--- src/rtl/writeback_buffer_if.sv ---
// writeback_buffer_if: execution-channel, flush and register-file write bundle
interface writeback_buffer_if #(
    parameter int des = 4,
    parameter int register_width = 8,
    parameter int branch_id = 3
);
    logic flush_vld;
    logic [branch_id-1:0] flush_bid;
    logic [3:0] ex_vld;
    logic [3:0][des-1:0] ex_des;
    logic [3:0][register_width-1:0] ex_data;
    logic [3:0][branch_id-1:0] ex_bid;
    logic [3:0] ex_rdy;
    logic [3:0] back_vld;
    logic [3:0][des-1:0] back_des;
    logic [3:0][register_width-1:0] back_data;
    logic wb_busy;
    modport master (
        output flush_vld, flush_bid, ex_vld, ex_des, ex_data, ex_bid,
        input ex_rdy, back_vld, back_des, back_data, wb_busy
    );
    modport slave (
        input flush_vld, flush_bid, ex_vld, ex_des, ex_data, ex_bid,
        output ex_rdy, back_vld, back_des, back_data, wb_busy
    );
endinterface

--- src/rtl/writeback_buffer.sv ---
// writeback_buffer: per-channel FIFOs feeding registered register-file write ports
module writeback_buffer #(
    parameter int des = 4,
    parameter int register_width = 8,
    parameter int branch_id = 3,
    parameter int FIFO_DEPTH = 4
) (
    input logic clk,
    input logic rst,
    writeback_buffer_if.slave bus
);
    localparam int PW = $clog2(FIFO_DEPTH);
    localparam logic [PW:0] FULL = (PW + 1)'(FIFO_DEPTH);
    logic [des-1:0] ent_des_q [4][FIFO_DEPTH], ent_des_d [4][FIFO_DEPTH];
    logic [register_width-1:0] ent_data_q [4][FIFO_DEPTH], ent_data_d [4][FIFO_DEPTH];
    logic [branch_id-1:0] ent_bid_q [4][FIFO_DEPTH], ent_bid_d [4][FIFO_DEPTH];
    logic [FIFO_DEPTH-1:0] live_q [4], live_d [4];
    logic [PW-1:0] wr_ptr_q [4], wr_ptr_d [4], rd_ptr_q [4], rd_ptr_d [4];
    logic [PW:0] cnt_q [4], cnt_d [4];
    logic [3:0] back_vld_q, back_vld_d;
    logic [3:0][des-1:0] back_des_q, back_des_d;
    logic [3:0][register_width-1:0] back_data_q, back_data_d;
    logic wb_busy_q, wb_busy_d;
    logic [3:0] writable, stall, push, pop, rdy;
    logic [des-1:0] h_des [4];
    logic [register_width-1:0] h_data [4];
    always_comb begin
        ent_des_d = ent_des_q;
        ent_data_d = ent_data_q;
        ent_bid_d = ent_bid_q;
        live_d = live_q;
        wr_ptr_d = wr_ptr_q;
        rd_ptr_d = rd_ptr_q;
        cnt_d = cnt_q;
        back_vld_d = '0;
        back_des_d = back_des_q;
        back_data_d = back_data_q;
        wb_busy_d = 1'b0;
        writable = '0;
        stall = '0;
        push = '0;
        pop = '0;
        rdy = '0;
        for (int c = 0; c < 4; c++) begin
            h_des[c] = ent_des_q[c][rd_ptr_q[c]];
            h_data[c] = ent_data_q[c][rd_ptr_q[c]];
            writable[c] = cnt_q[c] != '0 && live_q[c][rd_ptr_q[c]] && h_des[c] != '0 &&
                          !(bus.flush_vld && ent_bid_q[c][rd_ptr_q[c]] == bus.flush_bid);
            // lower channels win a same-destination conflict
            for (int i = 0; i < c; i++)
                stall[c] = stall[c] | (writable[i] && h_des[i] == h_des[c]);
            rdy[c] = cnt_q[c] != FULL;
            push[c] = bus.ex_vld[c] && rdy[c];
            pop[c] = cnt_q[c] != '0 && !(writable[c] && stall[c]);
            if (bus.flush_vld)
                for (int e = 0; e < FIFO_DEPTH; e++)
                    if (ent_bid_q[c][e] == bus.flush_bid) live_d[c][e] = 1'b0;
            if (push[c]) begin
                ent_des_d[c][wr_ptr_q[c]] = bus.ex_des[c];
                ent_data_d[c][wr_ptr_q[c]] = bus.ex_data[c];
                ent_bid_d[c][wr_ptr_q[c]] = bus.ex_bid[c];
                live_d[c][wr_ptr_q[c]] = !(bus.flush_vld && bus.ex_bid[c] == bus.flush_bid);
                wr_ptr_d[c] = wr_ptr_q[c] + 1'b1;
            end
            if (pop[c]) rd_ptr_d[c] = rd_ptr_q[c] + 1'b1;
            cnt_d[c] = cnt_q[c] + (PW + 1)'(push[c]) - (PW + 1)'(pop[c]);
            if (writable[c] && !stall[c]) begin
                back_vld_d[c] = 1'b1;
                back_des_d[c] = h_des[c];
                back_data_d[c] = h_data[c];
            end
            wb_busy_d = wb_busy_d | (cnt_d[c] != '0);
        end
    end
    always_ff @(posedge clk) begin
        ent_des_q <= ent_des_d;
        ent_data_q <= ent_data_d;
        ent_bid_q <= ent_bid_d;
    end
    always_ff @(posedge clk) begin
        if (rst) begin
            live_q <= '{default: '0};
            wr_ptr_q <= '{default: '0};
            rd_ptr_q <= '{default: '0};
            cnt_q <= '{default: '0};
            back_vld_q <= '0;
            back_des_q <= '0;
            back_data_q <= '0;
            wb_busy_q <= 1'b0;
        end else begin
            live_q <= live_d;
            wr_ptr_q <= wr_ptr_d;
            rd_ptr_q <= rd_ptr_d;
            cnt_q <= cnt_d;
            back_vld_q <= back_vld_d;
            back_des_q <= back_des_d;
            back_data_q <= back_data_d;
            wb_busy_q <= wb_busy_d;
        end
    end
    assign bus.ex_rdy = rdy;
    assign bus.back_vld = back_vld_q;
    assign bus.back_des = back_des_q;
    assign bus.back_data = back_data_q;
    assign bus.wb_busy = wb_busy_q;
endmodule

--- src/flat_wrapper.sv ---
// flat-port wrapper written by rule: the top's interface ports become plain ports
module writeback_buffer_flat 
#(
    parameter int des = 4,
    parameter int register_width = 8,
    parameter int branch_id = 3,
    parameter int FIFO_DEPTH = 4
)
  (clk, rst, bus_flush_vld, bus_flush_bid, bus_ex_vld, bus_ex_des, bus_ex_data, bus_ex_bid, bus_ex_rdy, bus_back_vld, bus_back_des, bus_back_data, bus_wb_busy);
  writeback_buffer_if #(.des(des), .register_width(register_width), .branch_id(branch_id)) bus_i ();
  input logic clk;
  input logic rst;
  input wire logic [$bits(bus_i.flush_vld)-1:0] bus_flush_vld;
  input wire logic [$bits(bus_i.flush_bid)-1:0] bus_flush_bid;
  input wire logic [$bits(bus_i.ex_vld)-1:0] bus_ex_vld;
  input wire logic [$bits(bus_i.ex_des)-1:0] bus_ex_des;
  input wire logic [$bits(bus_i.ex_data)-1:0] bus_ex_data;
  input wire logic [$bits(bus_i.ex_bid)-1:0] bus_ex_bid;
  output wire logic [$bits(bus_i.ex_rdy)-1:0] bus_ex_rdy;
  output wire logic [$bits(bus_i.back_vld)-1:0] bus_back_vld;
  output wire logic [$bits(bus_i.back_des)-1:0] bus_back_des;
  output wire logic [$bits(bus_i.back_data)-1:0] bus_back_data;
  output wire logic [$bits(bus_i.wb_busy)-1:0] bus_wb_busy;
  assign bus_i.flush_vld = bus_flush_vld;
  assign bus_i.flush_bid = bus_flush_bid;
  assign bus_i.ex_vld = bus_ex_vld;
  assign bus_i.ex_des = bus_ex_des;
  assign bus_i.ex_data = bus_ex_data;
  assign bus_i.ex_bid = bus_ex_bid;
  assign bus_ex_rdy = bus_i.ex_rdy;
  assign bus_back_vld = bus_i.back_vld;
  assign bus_back_des = bus_i.back_des;
  assign bus_back_data = bus_i.back_data;
  assign bus_wb_busy = bus_i.wb_busy;
  writeback_buffer #(.des(des), .register_width(register_width), .branch_id(branch_id), .FIFO_DEPTH(FIFO_DEPTH)) u_core (.clk(clk), .rst(rst), .bus(bus_i));
endmodule
--- config.mk ---
export PLATFORM = sky130hd
export DESIGN_NAME = writeback_buffer_flat
export DESIGN_NICKNAME = d
export VERILOG_FILES = /design/src/rtl/writeback_buffer_if.sv /design/src/rtl/writeback_buffer.sv /design/src/flat_wrapper.sv
export SDC_FILE = /design/constraint.sdc
export NUM_CORES = 1
export LEC_CHECK = 0
export BUFFER_PORTS_ARGS = -buffer_cell sky130_fd_sc_hd__buf_2
export CORE_MARGIN = 3
export CORE_UTILIZATION = 64
export CTS_CLUSTER_SIZE = 40
export DETAILED_ROUTE_END_ITERATION = 8
export GPL_ROUTABILITY_DRIVEN = 0
export PLACE_DENSITY_LB_ADDON = 0.15
export SLEW_MARGIN = 25
export SYNTH_ARGS = -nofsm -noshare
export SYNTH_HDL_FRONTEND = slang
export SYNTH_SLANG_ARGS = --single-unit
export TNS_END_PERCENT = 30
--- constraint.sdc ---
create_clock -name clk -period 7.7 [get_ports clk]
set_input_delay 1.155 -clock clk [delete_from_list [all_inputs] [get_ports clk]]
set_output_delay 1.155 -clock clk [all_outputs]
set_load 0.005 [all_outputs]
==> impl_metrics.tcl, run 1 <==
set metrics [dict create \
    synth-seq-area-share 0.652 \
    regArea_mm2 0.00915 \
    dieHeight_um 154 \
    period_share 0.591 \
    multi_input_area_mm2 0.00457 \
    finalSetupViolCount 0 \
    grt.overflow.total 0 \
    fin_setup_tns_ps 0 \
    critPathCaptureType "flop" \
    cp_data_arrival_time_ps 4920 \
    start_util 0.659 \
    leakage_nw 5.90 \
    drtPass1Iterations 4 \
    holdWs_ps 487 \
    drive_gt1_frac 0.238 \
    rsz0062_at_grt "false" \
    final.fill_count 1307 \
    port_buffers 126 \
    yosysMostFrequentCell "edfxtp_1" \
    max_cap_violations 0 \
    fin_skew_ps 16.0 \
    syn_inst 895 \
    ir_drop_v 0.000263 \
    yosysUniqueCellTypes 43 \
    drv_slew 0 \
    fmax_mhz 220 \
    path_class "reg -> reg" \
    syn_area_mm2 0.0140 \
    rows 53 \
    antenna_found_initial 2 \
    drc 0 \
    synth-main-ff-cell "edfxtp_1" \
    dr.first_iter.drc_count 549 \
    hold_path.class "reg -> reg" \
    hold_viol 0 \
    core-area_mm2 0.0213 \
    routedWlPerCell_um 20.3 \
    cts_hold_buf 0 \
    wl_mm 26.8 \
    cts.clk_slew.worst_paths_ps 60 \
    tightest_slew_ps 928 \
    final_nets 1115 \
    p_per_area_mw_per_mm2 355 \
    synth_seq_cells 337 \
    post_cts.repair.setup_buffers 0 \
    cts_made_buffers 34 \
    grt_pass1_vias 8016 \
    synth_area_leader_cell "edfxtp_1" \
    antenna_left 0 \
    post_cts_resized 0 \
    synth_common_cells "edfxtp_1 (240), dfxtp_1 (97), xnor2_1 (86)" \
    die-area_mm2 0.0237 \
    worstSetupStartpointType "flop" \
    clock-sinks 337 \
    synth_edf_count 240 \
    cts_tree "done" \
    total_power_mw 5.69 \
    synth_top_area_frac 0.513 \
    num_vias 7694 \
    slew_headroom 0.380 \
    hpwl_mm 17.2 \
    ios 127 \
    via_per_inst 5.83 \
    track_usage 0.230 \
    clock_latency_ps 510 \
    cts_buffer_depth 3 \
    rrSetupSlack_ps 3150 \
    grt_start_max_net_pins 93 \
    ys_warn_count 0 \
    finalWorstPathRequiredPeriod_ps 4550 \
    htreeDepth 2 \
    syn_area_per_cell_um2 15.7 \
    area.growth.synth_to_final_pct 14.1 \
    cp.required_ps 8070 \
    die_w_um 154 \
    clk_root_buffer_cell "clkbuf_16" \
    async_reset_ff_frac 0 \
    grt_pass1_wl_mm 42.8 \
    synthesis.nets 993 \
    critPathMaxFanout 16 \
    status "finished, final reports clean" \
    synth.area.top_cells "edfxtp_1 (51%), dfxtp_1 (14%), mux4_2 (9.8%)" \
]
stage by stage:
stage / instances / setup slack [ps] / cell area, um^2 / util
final: 1319 / 3150 / 16000 / 0.753
after global routing: 1319 / 2740 / 16000 / 0.753
after CTS: 1317 / 3090 / 16000 / 0.751
after detailed placement: 1255 / 2810 / 14800 / 0.696
after global placement: 1255 / 2910 / 14800 / 0.696
after floorplan: 895 / 3880 / 14000 / -
where the power goes:
part | total, mW | switching, mW | leakage [nW] | internal [mW]
combinational | 1.58 | 0.803 | 2.34 | 0.776
clock | 1.69 | 0.642 | 0.566 | 1.04
sequential | 2.43 | 0.203 | 2.99 | 2.22
per-layer routing:
metal,GRT usage,vias up,part of all wire
met5,0,-,0.00026
met4,0.0774,2,0.023
met3,0.0464,43,0.064
met2,0.375,245,0.49
met1,0.315,3826,0.42
li1,-,3578,-
cell usage in the layout, fill, tap and decap left out, types with 2 or more instances in the layout:
cell,count
dfxtp_1,97
buf_4,7
buf_2,125
fa_1,4
xnor2_1,86
nor2_1,77
xor2_1,24
and3_1,16
nor2b_1,7
nand4_1,26
inv_1,23
nand3b_1,16
nor4_1,7
or3_1,5
nand2_1,27
mux2i_1,52
ha_1,24
mux4_2,61
mux4_1,3
clkbuf_16,37
a21oi_1,21
o31ai_1,2
or4_1,4
nand3_1,5
bufinv_16,4
nor3_1,3
o21ai_0,2
and2_1,4
edfxtp_1,240
clkbuf_8,3
clkinv_2,3
and3b_1,2
clkbuf_1,12
registers in the layout, indices dropped and copies added (netlist names):
name	count
u_core.wr_ptr_q	8
u_core.cnt_q	12
u_core.bus.wb_busy	1
u_core.ent_bid_q	48
u_core.rd_ptr_q	8
u_core.bus.back_data	32
u_core.bus.back_des	16
u_core.ent_data_q	128
u_core.bus.back_vld	4
u_core.ent_des_q	64
u_core.live_q	16
kinds of logic (layout without fill, tap and decap cells):
| group | Yosys count | after routing | share of synthesized area |
|---|---|---|---|
| flops | 337 | 337 | 0.652 |
| simple gates | 204 | 204 | 0.0756 |
| mux | 117 | 117 | 0.141 |
| xor+xnor | 110 | 110 | 0.0686 |
| buf+inv | 70 | 218 | 0.0230 |
| compound gates | 29 | 29 | 0.0126 |
| fa+ha+maj | 28 | 28 | 0.0271 |
| other cells | 0 | 1 | 0 |
cell type report:
| cell class | instances | area share |
|---|---|---|
| flip-flops and latches | 337 | 0.571 |
| multi-input cells | 488 | 0.285 |
| clock buffers | 52 | 0.0632 |
| repair buffers | 133 | 0.0440 |
| well taps | 275 | 0.0215 |
| clock inverters | 10 | 0.00968 |
| inverters | 23 | 0.00539 |
| diodes | 1 | 0.000156 |
worst paths after layout:
| kind | startpoint | cells past startpoint | end |
|---|---|---|---|
| hold / removal | u_core.bus.back_data[18]$_SDFFE_PP0P_ | 2 | u_core.bus.back_data[18]$_SDFFE_PP0P_ |
| setup / recovery | u_core.rd_ptr_q[6]$_SDFFE_PP0N_ | 13 | u_core.bus.wb_busy$_SDFF_PP0_ |
| setup reg to reg | u_core.rd_ptr_q[6]$_SDFFE_PP0N_ | 13 | u_core.bus.wb_busy$_SDFF_PP0_ |
| hold reg to reg | u_core.bus.back_data[18]$_SDFFE_PP0P_ | 2 | u_core.bus.back_data[18]$_SDFFE_PP0P_ |
worst max-delay path: stages (launching register included):
cell	delay [ps]
dfxtp_1	690
buf_4	330
mux4_2	640
nor4_1	310
nor2_1	100
nand2_1	670
o31ai_1	240
inv_1	100
ha_1	220
inv_1	50
ha_1	220
or4_1	520
nor3_1	180
a41oi_1	130
Note: power is estimated with default switching activity, not from simulation.
==> inputs of run 2 (changes only) <==
--- a/config.mk
+++ b/config.mk
@@ -7,7 +7,7 @@
 export LEC_CHECK = 0
 export BUFFER_PORTS_ARGS = -buffer_cell sky130_fd_sc_hd__buf_2
 export CORE_MARGIN = 3
-export CORE_UTILIZATION = 64
+export CORE_UTILIZATION = 54
 export CTS_CLUSTER_SIZE = 40
 export DETAILED_ROUTE_END_ITERATION = 8
 export GPL_ROUTABILITY_DRIVEN = 0
==> constraint.sdc (replaced) <==
create_clock -name clk -period 4.1 [get_ports clk]
set_input_delay 0.615 -clock clk [delete_from_list [all_inputs] [get_ports clk]]
set_output_delay 0.615 -clock clk [all_outputs]
set_load 0.005 [all_outputs]
==> run 2 against run 1 <==
Power is 89% higher. First-iteration DRC count fell by 16%. Wire length is 3.6% higher. Clock-buffer cell count unchanged. Maximum frequency rose by 16%. Combinational power increased by 100%. Clock skew decreased by 2.5 ps. Cell count increased by 6.7%. Register-to-register slack worse by 3000 ps. Critical path depth rose by 1. Setup slack lost 3000 ps. Cell area grew 1.8%.
==> impl_metrics.tcl, run 2 (synthesis results as in run 1) <==
set metrics [dict create \
    place_inst 1338 \
    ir_drop_v 0.000398 \
    worstSetupStartpointType "flop" \
    cp.required_ps 4470 \
    crit_slowest_cell "mux4_2" \
    finalWorstPathRequiredPeriod_ps 3920 \
    critPathMaxStageDelay_ps 600 \
    ios 127 \
    comb_power_share 0.296 \
    period_share 0.957 \
    drtPass1Iterations 4 \
    rsz0062_at_grt "false" \
    final_common_cell "edfxtp_1" \
    p_sw_mw 3.11 \
    min_from "bus_ex_data[15]" \
    final_nets 1148 \
    p_per_area_mw_per_mm2 660 \
    via_per_inst 5.51 \
    port_buffers 126 \
    core-area_mm2 0.0254 \
    critPathCaptureType "flop" \
    fmax_mhz 255 \
    slew_headroom 0.373 \
    dr.first_iter.drc_count 460 \
    total_power_mw 10.8 \
    place_area_mm2 0.0151 \
    cp-startpoint "u_core.rd_ptr_q[2]$_SDFFE_PP0P_" \
    grt.overflow.total 0 \
    holdWs_ps 321 \
    cts_made_buffers 36 \
    wl_mm 27.8 \
    hold_path.class "in -> reg" \
    drive_gt1_frac 0.269 \
    antenna_left 0 \
    critPathBufInv 2 \
    die-area_mm2 0.0280 \
    cp_data_arrival_time_ps 4290 \
    start_util 0.553 \
    largest_reg_flops 128 \
    area.growth.synth_to_final_pct 16.1 \
    num_vias 7750 \
    grt_pass1_wl_mm 44.3 \
    p_clk_frac 0.289 \
    routedWlPerCell_um 19.7 \
    antenna_found_initial 2 \
    cts_buffer_depth 3 \
    cts.clk_slew.worst_paths_ps 60 \
    p_int_mw 7.66 \
    fin_skew_ps 13.6 \
    hpwl_mm 18.7 \
    finalSetupViolCount 0 \
    die_w_um 167 \
    grt_start_max_net_pins 71 \
    mostFrequentLayoutCells "edfxtp_1 (240), buf_2 (125), dfxtp_1 (93)" \
    clock-sinks 337 \
    fin_setup_tns_ps 0 \
    clk_root_buffer_cell "clkbuf_16" \
    stdcell_area_mm2 0.0163 \
    status "finished, final reports clean" \
    worst_path_dominant_cell_family "simple AND/OR/NAND/NOR gates" \
    drc 0 \
    critPathMaxFanout 5 \
    final_cells 1407 \
    cts_tree "done" \
    dieHeight_um 167 \
    tightest_slew_ps 940 \
    swShare 0.289 \
    crit_chain "buf_6 > mux4_2 > or4_1 > and3b_1 > nand2_1 > a21oi_2 > nor2_2 > ha_1 > inv_1 > ha_1 > fa_1 > or4_1 > nor3_1 > a41oi_1" \
    drv_slew 0 \
    leakage_nw 6.04 \
    max_cap_violations 0 \
    seq_power_share 0.414 \
    track_usage 0.200 \
    path_class "reg -> reg" \
    htreeDepth 2 \
    rows 58 \
    largestRegisters "u_core.ent_data_q (128), u_core.ent_des_q (64), u_core.ent_bid_q (48)" \
    hold_viol 0 \
    grt_pass1_vias 7997 \
    regMostFlops "u_core.ent_data_q" \
    r2r_start "u_core.rd_ptr_q[2]$_SDFFE_PP0P_" \
    clock_latency_ps 510 \
]
[run 2: what timing repair did]
action                                  4_1_cts  5_1_grt
setup buffers                                 0        4
endpoints found under the setup margin        0        1
hold buffers                                  0        0
gates resized for setup                       0        8
[run 2: worst paths after layout]
| kind | to | slack, ps | cells past startpoint |
|---|---|---|---|
| worst min register to register | u_core.bus.back_data[19]$_SDFFE_PP0P_ | 490 | 2 |
| worst max-delay path | u_core.bus.wb_busy$_SDFF_PP0_ | 180 | 14 |
| worst max register to register | u_core.bus.wb_busy$_SDFF_PP0_ | 180 | 14 |
| worst min-delay path | u_core.ent_data_q[87]$_DFFE_PP_ | 320 | 1 |
[run 2: layer usage]
layer	routed length [um]	track usage	up-vias	share of wire
met1	12100	0.270	3868	0.43
met4	561	0.0548	2	0.020
met3	1440	0.0392	48	0.052
met2	13700	0.337	175	0.49
li1	-	-	3657	-
met5	13	0	-	0.00047
[run 2: power groups by stage]
| stage | Clock (mW) | Sequential, mW | Combinational, mW |
|---|---|---|---|
| after detailed placement | 0 | 4.53 | 3.18 |
| after global placement | 0 | 4.51 | 3.14 |
| after floorplan | 0 | 4.40 | 2.39 |
| final | 3.12 | 4.46 | 3.19 |
| after CTS | 3.18 | 4.46 | 3.21 |
| after global routing | 3.31 | 4.53 | 3.53 |
[run 2: layout make-up]
| cell class | instances | area, um^2 |
|---|---|---|
| flip-flops and latches | 337 | 9150 |
| fillers | 1900 | 9100 |
| multi-input cells | 488 | 4580 |
| clock buffers | 52 | 1030 |
| repair buffers | 164 | 926 |
| well taps | 330 | 413 |
| clock inverters | 12 | 113 |
| inverters | 23 | 86.3 |
| diodes | 1 | 2.50 |
[run 2: per-stage QoR]
step | worst slack, ps | util
after floorplan | 309 | -
after global placement | 128 | 0.595
after detailed placement | 53.7 | 0.595
after CTS | 49.4 | 0.640
after global routing | 23.5 | 0.642
final | 176 | 0.642
==> inputs of run 3 (changes only) <==
--- a/config.mk
+++ b/config.mk
@@ -7,8 +7,9 @@
 export LEC_CHECK = 0
 export BUFFER_PORTS_ARGS = -buffer_cell sky130_fd_sc_hd__buf_2
 export CORE_MARGIN = 3
-export CORE_UTILIZATION = 54
-export CTS_CLUSTER_SIZE = 40
+export CORE_UTILIZATION = 56
+export CTS_BUF_LIST = sky130_fd_sc_hd__clkbuf_8
+export CTS_CLUSTER_SIZE = 25
 export DETAILED_ROUTE_END_ITERATION = 8
 export GPL_ROUTABILITY_DRIVEN = 0
 export PLACE_DENSITY_LB_ADDON = 0.15
==> run 3 against run 2 <==
Sequential share of layout area rose by 0.40 points. Hold slack lost 58 ps. Wire length is 0.30% lower. Largest power group unchanged.
==> impl_metrics.tcl, run 3 (synthesis results as in run 1) <==
set metrics [dict create \
    wl_mm 27.7 \
    clock_latency_ps 570 \
    antenna_found_initial 0 \
    setup_slack_ps 90.4 \
    period_share 0.978 \
    die-area_mm2 0.0270 \
    drc 0 \
    finalWorstPathRequiredPeriod_ps 4010 \
    swShare 0.302 \
    num_vias 7872 \
    seq_power_share 0.433 \
    cts_made_buffers 54 \
    ir_drop_v 0.000323 \
    cts_hold_buf 0 \
    hold_viol 0 \
    grt.overflow.total 0 \
    fin_setup_tns_ps 0 \
    comb_power_share 0.306 \
    cts.clk_slew.worst_paths_ps 70 \
    track_usage 0.210 \
    max_cap_violations 0 \
    final_nets 1164 \
    regMostFlops "u_core.ent_data_q" \
    critPathMaxFanout 8 \
    final_common_cell "edfxtp_1" \
    fin_util 0.662 \
    drtPass1Iterations 4 \
    fin_skew_ps 15.3 \
    mostFrequentLayoutCells "edfxtp_1 (240), buf_2 (125), dfxtp_1 (93)" \
    dieHeight_um 164 \
    grt_start_max_net_pins 69 \
    holdWs_ps 263 \
    path_class "reg -> reg" \
    worstSetupStartpointType "flop" \
    die_w_um 164 \
    critPathCaptureType "flop" \
    status "finished, final reports clean" \
    p_int_mw 7.25 \
    ios 127 \
    via_per_inst 5.49 \
    tightest_slew_ps 919 \
    start_util 0.574 \
    grt_pass1_wl_mm 43.8 \
    place_area_mm2 0.0151 \
    cp.required_ps 4530 \
    area.growth.synth_to_final_pct 15.4 \
    leakage_nw 6.11 \
    antenna_left 0 \
    critPathMaxStageDelay_ps 610 \
    hold_path.class "in -> reg" \
    dr.first_iter.drc_count 558 \
    cts_tree "done" \
    cp_data_arrival_time_ps 4440 \
    core-area_mm2 0.0245 \
    clock-sinks 337 \
    p_clk_frac 0.261 \
    p_per_area_mw_per_mm2 641 \
    place_ws_ps -112 \
    num_antenna_cells 0 \
    rrSetupSlack_ps 90 \
    port_buffers 126 \
    place_inst 1332 \
    crit_chain "mux4_2 > xor2_1 > nor4_1 > nand3_1 > a21oi_1 > nor2_2 > ha_1 > inv_1 > ha_1 > fa_1 > or4_1 > nor3_1 > a41oi_1" \
    rows 57 \
    htreeDepth 2 \
    p_sw_mw 3.13 \
    drv_slew 0 \
    cts_buffer_depth 3 \
    stdcell_area_mm2 0.0162 \
    fmax_mhz 249 \
    slew_headroom 0.387 \
    drive_gt1_frac 0.274 \
    finalSetupViolCount 0 \
    largestRegisters "u_core.ent_data_q (128), u_core.ent_des_q (64), u_core.ent_bid_q (48)" \
    final_cells 1435 \
    crit_slowest_cell "mux4_2" \
    cpMostUsedCell "ha_1" \
    largest_reg_flops 128 \
    hpwl_mm 18.6 \
    clk_root_buffer_cell "clkbuf_8" \
    grt_pass1_vias 8190 \
    final.fill_count 1742 \
    routedWlPerCell_um 19.3 \
    total_power_mw 10.4 \
]
[run 3: layer usage]
metal	routed length [um]	track usage	vias to the layer above
li1	-	-	3683
met1	12100	0.287	3942
met2	13600	0.346	208
met3	1450	0.0381	39
met4	574	0.0657	0
met5	0	0	-
[run 3: worst max-delay path: cells and delay by family (launching register included)]
kind | cells | cell delay (ps)
mux | 1 | 610
simple gates | 5 | 1230
xor+xnor | 1 | 200
flops | 1 | 420
compound gates | 2 | 430
fa+ha+maj | 3 | 950
buf+inv | 1 | 40
[run 3: power groups by stage]
stage               logic (mW)  clock network [mW]  registers [mW]
floorplan                 2.39                   0            4.40
global placement          3.09                   0            4.53
detailed placement        3.15                   0            4.55
CTS                       3.17                2.78            4.49
global route              3.50                2.93            4.55
finish                    3.18                2.71            4.49
[run 3: final timing paths]
kind                                        start                              endpoint  depth (start not counted)
max               u_core.rd_ptr_q[2]$_SDFFE_PP0P_         u_core.bus.wb_busy$_SDFF_PP0_                         13
min                               bus_ex_data[30]       u_core.ent_data_q[30]$_DFFE_PP_                          1
max reg2reg       u_core.rd_ptr_q[2]$_SDFFE_PP0P_         u_core.bus.wb_busy$_SDFF_PP0_                         13
min reg2reg  u_core.bus.back_data[5]$_SDFFE_PP0P_  u_core.bus.back_data[5]$_SDFFE_PP0P_                          2
[run 3: cell type report]
| cell class | count | area (um^2) | share of cell area |
|---|---|---|---|
| inverters | 23 | 86.3 | 0.00533 |
| multi-input cells | 488 | 4570 | 0.282 |
| flip-flops and latches | 337 | 9160 | 0.566 |
| clock inverters | 37 | 171 | 0.0106 |
| clock buffers | 64 | 881 | 0.0544 |
| repair buffers | 162 | 920 | 0.0568 |
| well taps | 324 | 405 | 0.0250 |
[run 3: timing repair]
action | 4_1_cts | 5_1_grt
buffers inserted | 0 | 2
gates cloned | 0 | 0
setup endpoints to repair | 1 | 2
gates resized for setup | 4 | 9
